### config.mk
export PLATFORM = sky130hd
export DESIGN_NAME = pl_inv_iter
export DESIGN_NICKNAME = d
export VERILOG_FILES = /design/src/rtl/pl_inv_iter.sv
export SDC_FILE = /design/constraint.sdc
export NUM_CORES = 1
export LEC_CHECK = 0
export BUFFER_PORTS_ARGS = -buffer_cell sky130_fd_sc_hd__buf_2
export CORE_AREA = 2 2 249 251
export CTS_CLUSTER_SIZE = 16
export DETAILED_ROUTE_END_ITERATION = 16
export DIE_AREA = 0 0 251 253
export MAX_ROUTING_LAYER = met4
export PLACE_DENSITY = 0.55
export REMOVE_ABC_BUFFERS = 1
export SLEW_MARGIN = 40
export SYNTH_ARGS = -nofsm -noshare
export SYNTH_HDL_FRONTEND = slang
export SYNTH_SLANG_ARGS = --single-unit
### constraint.sdc
create_clock -name clock_i -period 12.53 [get_ports clock_i]
set_input_delay 0.6265 -clock clock_i [delete_from_list [all_inputs] [get_ports clock_i]]
set_output_delay 0.6265 -clock clock_i [all_outputs]
set_load 0.05 [all_outputs]
### src/rtl/pl_inv_iter.sv
// Iterative inverse of the ASCON linear diffusion layer pl.
// Every row map x ^ (x>>>a) ^ (x>>>b) has multiplicative order dividing 64,
// so applying the forward map 63 times yields its inverse. The block keeps
// one registered 320-bit state and applies UNROLL forward maps per clock
// until N_APPLY applications have been done.
`timescale 1ns/1ps

package ascon_pack;
    // Five 64-bit rows; row i (x_i) sits at index i.
    typedef logic [4:0][63:0] type_state;
endpackage

module pl_inv_iter #(
    parameter int UNROLL  = 1,
    parameter int N_APPLY = 63
) (
    input  logic                 clock_i,
    input  logic                 reset_i,
    input  logic                 start_i,
    input  ascon_pack::type_state state_i,
    output ascon_pack::type_state state_o,
    output logic                 busy_o,
    output logic                 done_o
);

    // Rotation pair per row, identical to the forward diffusion layer.
    localparam int ROT_A [0:4] = '{19, 61, 1, 10, 7};
    localparam int ROT_B [0:4] = '{28, 39, 6, 17, 41};

    // Counter step and terminal value in counter width (both fit in 6 bits).
    localparam logic [5:0] STEP     = 6'(UNROLL);
    localparam logic [5:0] TERMINAL = 6'(N_APPLY);

    // Reject parameter sets that cannot land exactly on the terminal count.
    generate
        if (!(UNROLL == 1 || UNROLL == 3 || UNROLL == 7 ||
              UNROLL == 9 || UNROLL == 21 || UNROLL == 63)) begin : g_bad_unroll
            $error("pl_inv_iter: UNROLL must divide 63 (1, 3, 7, 9, 21 or 63)");
        end
        if (N_APPLY < 1 || N_APPLY > 63 || (N_APPLY % UNROLL) != 0) begin : g_bad_n_apply
            $error("pl_inv_iter: N_APPLY must be a multiple of UNROLL in 1..63");
        end
    endgenerate

    typedef enum logic [1:0] {
        IDLE = 2'd0,
        RUN  = 2'd1,
        DONE = 2'd2
    } fsm_t;

    fsm_t                  fsm_reg;
    logic [5:0]            cnt_reg;
    logic [5:0]            cnt_next;
    ascon_pack::type_state state_reg;
    ascon_pack::type_state step_state;
    logic                  busy_reg;
    logic                  done_reg;

    // Per-row combinational chain: stage 0 is the register, stage gi+1 is
    // one forward application on top of stage gi.
    logic [63:0] chain [0:4][0:UNROLL];

    genvar gi;
    genvar ri;
    generate
        for (ri = 0; ri < 5; ri++) begin : g_row
            localparam int RA = ROT_A[ri];
            localparam int RB = ROT_B[ri];

            assign chain[ri][0] = state_reg[ri];

            for (gi = 0; gi < UNROLL; gi++) begin : g_stage
                logic [63:0] x;
                logic [63:0] ror_a;
                logic [63:0] ror_b;

                assign x     = chain[ri][gi];
                assign ror_a = {x[RA-1:0], x[63:RA]};
                assign ror_b = {x[RB-1:0], x[63:RB]};
                assign chain[ri][gi+1] = x ^ ror_a ^ ror_b;
            end
        end
    endgenerate

    // Gather the last stage of every row into the next register value.
    always_comb begin
        step_state = '0;
        for (int r = 0; r < 5; r++) begin
            step_state[r] = chain[r][UNROLL];
        end
    end

    // Terminal compare uses the counter value after this cycle's step.
    assign cnt_next = cnt_reg + STEP;

    // Control FSM with registered busy/done and the working state register.
    always_ff @(posedge clock_i or posedge reset_i) begin
        if (reset_i) begin
            fsm_reg   <= IDLE;
            cnt_reg   <= 6'd0;
            state_reg <= '0;
            busy_reg  <= 1'b0;
            done_reg  <= 1'b0;
        end else begin
            case (fsm_reg)
                IDLE, DONE: begin
                    // done is a single-cycle pulse; the result stays put
                    // until a new request overwrites it.
                    done_reg <= 1'b0;
                    if (start_i) begin
                        state_reg <= state_i;
                        cnt_reg   <= 6'd0;
                        busy_reg  <= 1'b1;
                        fsm_reg   <= RUN;
                    end
                end
                RUN: begin
                    // Requests are ignored while iterating; no abort path.
                    state_reg <= step_state;
                    cnt_reg   <= cnt_next;
                    if (cnt_next == TERMINAL) begin
                        busy_reg <= 1'b0;
                        done_reg <= 1'b1;
                        fsm_reg  <= DONE;
                    end
                end
                default: begin
                    fsm_reg  <= IDLE;
                    busy_reg <= 1'b0;
                    done_reg <= 1'b0;
                end
            endcase
        end
    end

    assign state_o = state_reg;
    assign busy_o  = busy_reg;
    assign done_o  = done_reg;

endmodule

Word-level counts from Yosys, hierarchy flattened --
Index checks and enable logic that the tools add are counted.
Operators by class: $add $sub $neg 1, multiply operators 0, divide/modulo/power cells 0, magnitude comparators 0, equal/unequal tests 5, shift operators 0, mux-type cells 12, bitwise gates (word level) 10, reduce and logical (&&, ||, !) cells 5
Operators by type and width (number):
- case mux 320 bit (2 select lines) | 1
- bitwise XOR 64 bit | 10
- 2-to-1 mux 320 bit | 1
- case mux 6 bit (2 select lines) | 1
- adder 6 x 1 -> 6 bit (second input constant) | 1
- == test 6 bit (second input constant) | 1
- 2-to-1 mux 6 bit | 1
- 2-to-1 mux 1 bit | 4
- 2-to-1 mux 2 bit | 2
- inequality test 2 bit (second input constant) | 2
- case mux 2 bit (2 select lines) | 1
- AND reduction 2 bit | 2
- == test 2 x 1 -> 1 bit (second input constant) | 1
- == test 2 bit (second input constant) | 1
- logical NOT 2 bit | 1
- case mux 1 bit (2 select lines) | 1
- nonzero test 2 bit | 1
- OR reduction 2 bit | 1
Word-level totals: register bits 330, bits in latches 0, RAM bits 0, bits in read-only memories 0, bits of input ports 323, memories 0

Logic depth before layout (Yosys ltp) --
Gate-level depths: netlist of the first run.
depth in word-level cells 4, gate-level depth with buffers 8, mapped depth without buffers 5

Worst setup path before layout of the first run --
Ideal clock, no wire load.
path type input -> register, start point in start_i, end point reg state_reg (netlist bit g_row[2].g_stage[0].x[1]), setup time 0.089 ns, arrival 1.581 ns, required time 12.441 ns, path slack 10.860 ns, cell stages on the path 7, path buffers 3, path through nor2b_1 > buf_4 > nor2_4 > buf_6 > clkbuf_1 > o21ai_0 > o211ai_1
On the way: word-level cells in the longest chain between the ends 2
RTL lines:
- start, declared | RTL line 19 | input logic start_i,
- inequality test 2 bit (no source line)
- AND reduction 2 bit (no source line)
- end signal, assigned | RTL line 111 | state_reg <= state_i;
- end signal, assigned | RTL line 119 | state_reg <= step_state;
- end, declared | RTL line 54 | ascon_pack::type_state state_reg;
Every way passes these cells. A chain may end at the register's enable or synchronous reset.

Worst setup path after layout of the first run --
start point reg fsm_reg[0], end point reg state_reg (netlist bit g_row[0].g_stage[0].x[34])
On the way: word-level cells in the longest chain between the ends 4, elaborated cells between the ends (all ways) 8, classes of those cells 3 x eq/ne; 1 x mux; 4 x reduce/logical
RTL lines:
- start, declared | RTL line 51 | fsm_t fsm_reg;
- start signal, assigned | RTL line 99 | fsm_reg <= IDLE;
- start signal, assigned | RTL line 114 | fsm_reg <= RUN;
- start signal, assigned | RTL line 124 | fsm_reg <= DONE;
- == test 2 bit / logical NOT 2 bit (equally long branches) | RTL line 105 | case (fsm_reg)
- OR reduction 2 bit | RTL line 105
- inequality test 2 bit (no source line) / nonzero test 2 bit (equally long branches)
- AND reduction 2 bit (no source line)
Parallel ways exist; a longest one is shown, timed or not.

==> results of run 1 <==
[stage by stage]
step	util [%]	hold slack [ns]	setup slack, ns	instances
2_1_floorplan	-	0.462	2.76	2069
3_3_place_gp	37.9	0.486	9.28	3518
3_5_place_dp	38.0	0.480	9.65	3521
4_1_cts	40.3	0.188	9.64	3596
5_1_grt	40.4	0.159	9.62	3619
6_report	40.4	0.0988	9.85	3620
[synthesized netlist by cell type, drive strengths merged]
library cell and n:
a31oi 1, xor2 232, a21oi 141, clkbuf 46, a22oi 65, dfrtp 330, a21o 1, o22ai 64
nand3 88, a32oi 41, nor2b 1, nor2 131, inv 132, and2b 1, buf 83, o21ai 334
nand2 215, and3 1, o21a 1, nor3b 1, xnor2 219, nand2b 2, nand4 2, o211ai 64
ha 2
[worst max-delay path: stages, from the launching register on]
cell,delay (ns)
sky130_fd_sc_hd__dfrtp_1,0.53
sky130_fd_sc_hd__and2b_4,0.55
sky130_fd_sc_hd__buf_6,0.58
sky130_fd_sc_hd__nor2_4,0.06
sky130_fd_sc_hd__buf_4,0.33
sky130_fd_sc_hd__o21ai_0,0.28
sky130_fd_sc_hd__o211ai_1,0.14
[routing by layer]
metal  up-vias  global-route usage [%]
met1      9387                    31.2
met2       707                    36.6
met5         -                       -
met3       147                    3.29
met4         0                    9.06
li1       8736                       -
[area by class of cell]
class | instances | share of cell area (%)
multi-input cells | 1607 | 40.6
inverters | 132 | 2.06
repair buffers | 662 | 14.0
clock buffers | 71 | 5.45
flip-flops and latches | 330 | 33.5
diodes | 24 | 0.243
well taps | 790 | 4.01
clock inverters | 4 | 0.183
[cell families (layout without fill, tap and decap cells)]
group | after synthesis | after routing | synth area share [%]
buf+inv | 261 | 869 | 6.26
other cells | 0 | 24 | 0
xor+xnor | 451 | 451 | 20.3
compound gates | 712 | 712 | 21.6
fa+ha+maj | 2 | 2 | 0.129
flops | 330 | 330 | 42.4
simple gates | 442 | 442 | 9.33
[final timing paths]
check,startpoint,slack [ns],end,cells past startpoint
setup / recovery,fsm_reg[0],9.85,g_row[0].g_stage[0].x[34],6
hold / removal,reset_i,0.1,g_row[3].g_stage[0].x[15],2
setup reg to reg,fsm_reg[0],9.85,g_row[0].g_stage[0].x[34],6
hold reg to reg,done_o,0.50,done_o,1
max in group asynchronous,reset_i,10.91,g_row[4].g_stage[0].x[22],4
min in group clock_i,state_i[35],0.26,g_row[0].g_stage[0].x[35],3
==> run metrics, run 1 <==
Setup crit start kind=flop; die width=251 µm; routed wire length on met2=36000 µm; routed length on met1=32800 µm; setup repair after global routing missed its margin=false; number of warnings printed during yosys synthesis=0; CP Class=reg -> reg; Routability Congestion=0.933; Avg WL per Cell=21.0 µm; overall global routing resource usage=23.6%; type of destination of the critical path=flop; P&R area growth vs syn=26.7%; post-synth top area cell=sky130_fd_sc_hd__dfrtp_1; quantity of hold-fixing buffers added after cts=0; most frequent cells in the layout=sky130_fd_sc_hd__buf_2 (644), sky130_fd_sc_hd__dfrtp_1 (330), sky130_fd_sc_hd__o21ai_0 (305); fmax=0.373 GHz; CTS tree=yes; number of cells produced by synthesis=2198; met3 wire length=4460 µm; area of the placeable core=61000 µm²; result of the run=complete, no violations; PostCTS Resize Cnt=0; I/O pin cnt=645; clock latency of the later-clocked register in the worst-skew pair=0.55 ns; number of sinks on the clock net=330; Final Critical Period=2.68 ns; endpoints failing setup=0; Congestion Overflow GR=0; critical path data arrival time=3.10 ns; Seq cells post-synth=330; Clock Root Buffer=sky130_fd_sc_hd__clkbuf_16; Hold Vio Cnt, Final=0; Design Area, Final=24700 µm²; antenna violations before repair=24; max-slew violation total from the final report=0; TritonCTS Buffers=43; pin count of the biggest net entering global routing=123; count of nets left with antenna violations after detail routing=0; number of vias in the routed layout=19000; Max-Cap Viols=0; via density per instance=5.24; post-synthesis cell type count=34; leading post-synthesis cells by cell area=sky130_fd_sc_hd__dfrtp_1 (42%), sky130_fd_sc_hd__xor2_1 (10%), sky130_fd_sc_hd__xnor2_1 (9.9%); Filler Cells Inserted=6267; fraction of layout instances using a drive strength above 1=26.7%; clock input transition at the sequential cells of the worst setup and hold paths=0.05 ns; Initial DRC Count=1142; Sequential cell area=8260 µm²; required time of the critical path=12.95 ns; post-synthesis instance area=19500 µm²; die area=63500 µm²; Setup Total Neg Slack=0 ns; final wirelength=75900 µm; transition time of the tightest slew-check pin=0.812 ns; post-detailed-placement cell area=23200 µm²; CP Max Fanout=73; Hold WC Path Type=in -> async; largest clock skew in the final design=0.0121 ns; worst slew margin relative to its limit=45.9%; count of buffers added by post-CTS timing repair for setup=0; CTS Buffer Depth=3; flip-flop count of the largest register after layout=320; top routing layer in use=met4; via count of the first global-routing pass=18600; first-pass detailed-route iteration total=5; effective utilization at floorplan=31.9%; I/O Buffers=644; drc violations=0; share of the yosys chip area belonging to registers=42.4%; HPWL after detailed placement=52800 µm; syn_area_per_cell=8.86 µm²; multi-input combinational cell area=10000 µm²; count of nets after finishing=3101; row count=91; ratio of final minimum period to clock period=21.4%; commonest non-fill, non-tap cell in the layout=sky130_fd_sc_hd__buf_2; first-pass GRT wire length=115000 µm; area fraction of the dominant cell type after synthesis=42.4%; height of the chip=253 µm; H-tree level count=2
Power of run 1 is left out: the tool's default activity adds up to more than one toggle a clock period on the data nets, which glitch-free logic cannot reach.
==> run 2: changes to the inputs <==
clock period = 2.5 ns   (was 12.53 ns; I/O delays follow)
==> run 2 against run 1 <==
Flip-flop and latch count stayed put. Sequential share of layout area is 3.9 points lower. Non-clock buffer count is 332 higher.
==> run metrics, run 2 (synthesis results as in run 1) <==
final wirelength=78400 µm (was 75900 µm); ratio of final minimum period to clock period=80.0% (was 21.4%); H-tree level count=2 (unchanged); transition time of the tightest slew-check pin=0.844 ns (was 0.812 ns); via density per instance=5.16 (was 5.24); Setup crit start kind=flop (unchanged); Routability Congestion=0.905 (was 0.933); I/O pin cnt=645 (unchanged); area of the placeable core=61000 µm² (unchanged); cell total after placement=3531 (was 3521); CTS Buffer Depth=3 (unchanged); power per standard cell area=1770 nW/µm²; height of the chip=253 µm (unchanged); drc violations=0 (unchanged); power consumption=0.0495 W; first-pass GRT wire length=118000 µm (was 115000 µm); Max-Cap Viols=0 (unchanged); TritonCTS Buffers=41 (was 43); endpoints failing setup=0 (unchanged); Hold WC Path Type=in -> async (unchanged); worst slew margin relative to its limit=43.8% (was 45.9%); Avg WL per Cell=20.0 µm (was 21.0 µm); CP Max Fanout=152 (was 73); fmax=0.500 GHz (was 0.373 GHz); LEAKAGE=12.9 nW; number of vias in the routed layout=20300 (was 19000); required time of the critical path=2.97 ns (was 12.95 ns); Setup Total Neg Slack=0 ns (unchanged); Hold Vio Cnt, Final=0 (unchanged); Final Critical Period=2.00 ns (was 2.68 ns); overall global routing resource usage=24.3% (was 23.6%); max-slew violation total from the final report=0 (unchanged); effective utilization at floorplan=31.9% (unchanged); Clock Root Buffer=sky130_fd_sc_hd__clkbuf_16 (unchanged); clock input transition at the sequential cells of the worst setup and hold paths=0.06 ns (was 0.05 ns); die width=251 µm (unchanged); CTS tree=yes (unchanged); first-pass detailed-route iteration total=5 (unchanged); largest clock skew in the final design=0.00980 ns (was 0.0121 ns); most frequent cells in the layout=sky130_fd_sc_hd__buf_2 (644), sky130_fd_sc_hd__dfrtp_1 (330), sky130_fd_sc_hd__dlygate4sd3_1 (322) (was sky130_fd_sc_hd__buf_2 (644), sky130_fd_sc_hd__dfrtp_1 (330), sky130_fd_sc_hd__o21ai_0 (305)); number of sinks on the clock net=330 (unchanged); type of destination of the critical path=flop (unchanged); count of nets after finishing=3431 (was 3101); row count=91 (unchanged); critical path data arrival time=2.47 ns (was 3.10 ns); count of nets left with antenna violations after detail routing=0 (unchanged); via count of the first global-routing pass=19900 (was 18600); HPWL after detailed placement=52500 µm (was 52800 µm); post-layout instance count excluding filler cells=3927 (was 3620); Congestion Overflow GR=0 (unchanged); die area=63500 µm² (unchanged); count of buffers added by post-CTS timing repair for setup=0 (unchanged); setup repair after global routing missed its margin=false (unchanged); result of the run=complete, no violations (unchanged); antenna violations before repair=4 (was 24); pin count of the biggest net entering global routing=153 (was 123); fraction of layout instances using a drive strength above 1=24.2% (was 26.7%); clock latency of the later-clocked register in the worst-skew pair=0.55 ns (about the same); flip-flop count of the largest register after layout=320 (unchanged); post-layout util=45.7% (was 40.4%); CP Class=reg -> reg (unchanged); commonest non-fill, non-tap cell in the layout=sky130_fd_sc_hd__buf_2 (unchanged); Initial DRC Count=1242 (was 1142); P&R area growth vs syn=43.4% (was 26.7%); I/O Buffers=644 (unchanged); IR Drop Worst-Case VDD=0.896 mV
-- run 2: worst max-delay path: stages, from the launching register on --
cell                       delay (ns)
sky130_fd_sc_hd__dfrtp_1         0.52
sky130_fd_sc_hd__nand2b_4        0.24
sky130_fd_sc_hd__buf_12          0.55
sky130_fd_sc_hd__o21ai_0         0.25
sky130_fd_sc_hd__a21oi_1         0.18
-- run 2: metrics by stage --
stage | hold slack (ns) | area (µm²) | worst slack (ns)
6_report | 0.230 | 27900 | 0.499
5_1_grt | 0.278 | 27900 | 0.446
4_1_cts | 0.222 | 27900 | 0.619
3_5_place_dp | 0.276 | 23400 | 0.653
3_3_place_gp | 0.267 | 23400 | 0.708
2_1_floorplan | 0.230 | 18700 | -7.07
-- run 2: cell type report --
| class | instances | area (µm²) |
|---|---|---|
| well taps | 790 | 988 |
| clock buffers | 62 | 1200 |
| multi-input cells | 1607 | 10000 |
| fillers | 5874 | 33100 |
| diodes | 3 | 7.51 |
| repair buffers | 994 | 6830 |
| clock inverters | 9 | 103 |
| inverters | 132 | 503 |
| flip-flops and latches | 330 | 8260 |
-- run 2: power breakdown --
| part | switching (W) | internal, W |
|---|---|---|
| clock network | 0.00244 | 0.00352 |
| logic | 0.0190 | 0.0108 |
| registers | 0.00529 | 0.00844 |
-- run 2: path summary, 6_finish.rpt --
path	from	endpoint	slack (ns)	depth (start not counted)
min in group clock_i	state_i[116]	g_row[1].g_stage[0].x[52]	0.31	4
worst max register to register	fsm_reg[0]	g_row[2].g_stage[0].x[30]	0.50	4
worst min-delay path	reset_i	g_row[1].g_stage[0].x[54]	0.23	3
worst min register to register	done_o	done_o	0.50	1
worst max-delay path	fsm_reg[0]	g_row[2].g_stage[0].x[30]	0.50	4
max in group asynchronous	reset_i	g_row[3].g_stage[0].x[37]	1.30	5
-- run 2: what timing repair did --
action / 4_1_cts / 5_1_grt
resized for setup: 0 / 0
endpoints found under the hold margin: 382 / 0
hold buffers: 322 / 0
endpoints found under the setup margin: 0 / 0
-- run 2: layer usage --
metal | track usage (%) | vias up | part of all wire, %
met5 | - | - | 0
met3 | 2.93 | 208 | 5.5
met4 | 10.3 | 0 | 4.5
li1 | - | 9364 | -
met1 | 31.6 | 9839 | 43
met2 | 38.3 | 854 | 47
Note: power is estimated with default switching activity, not from simulation.
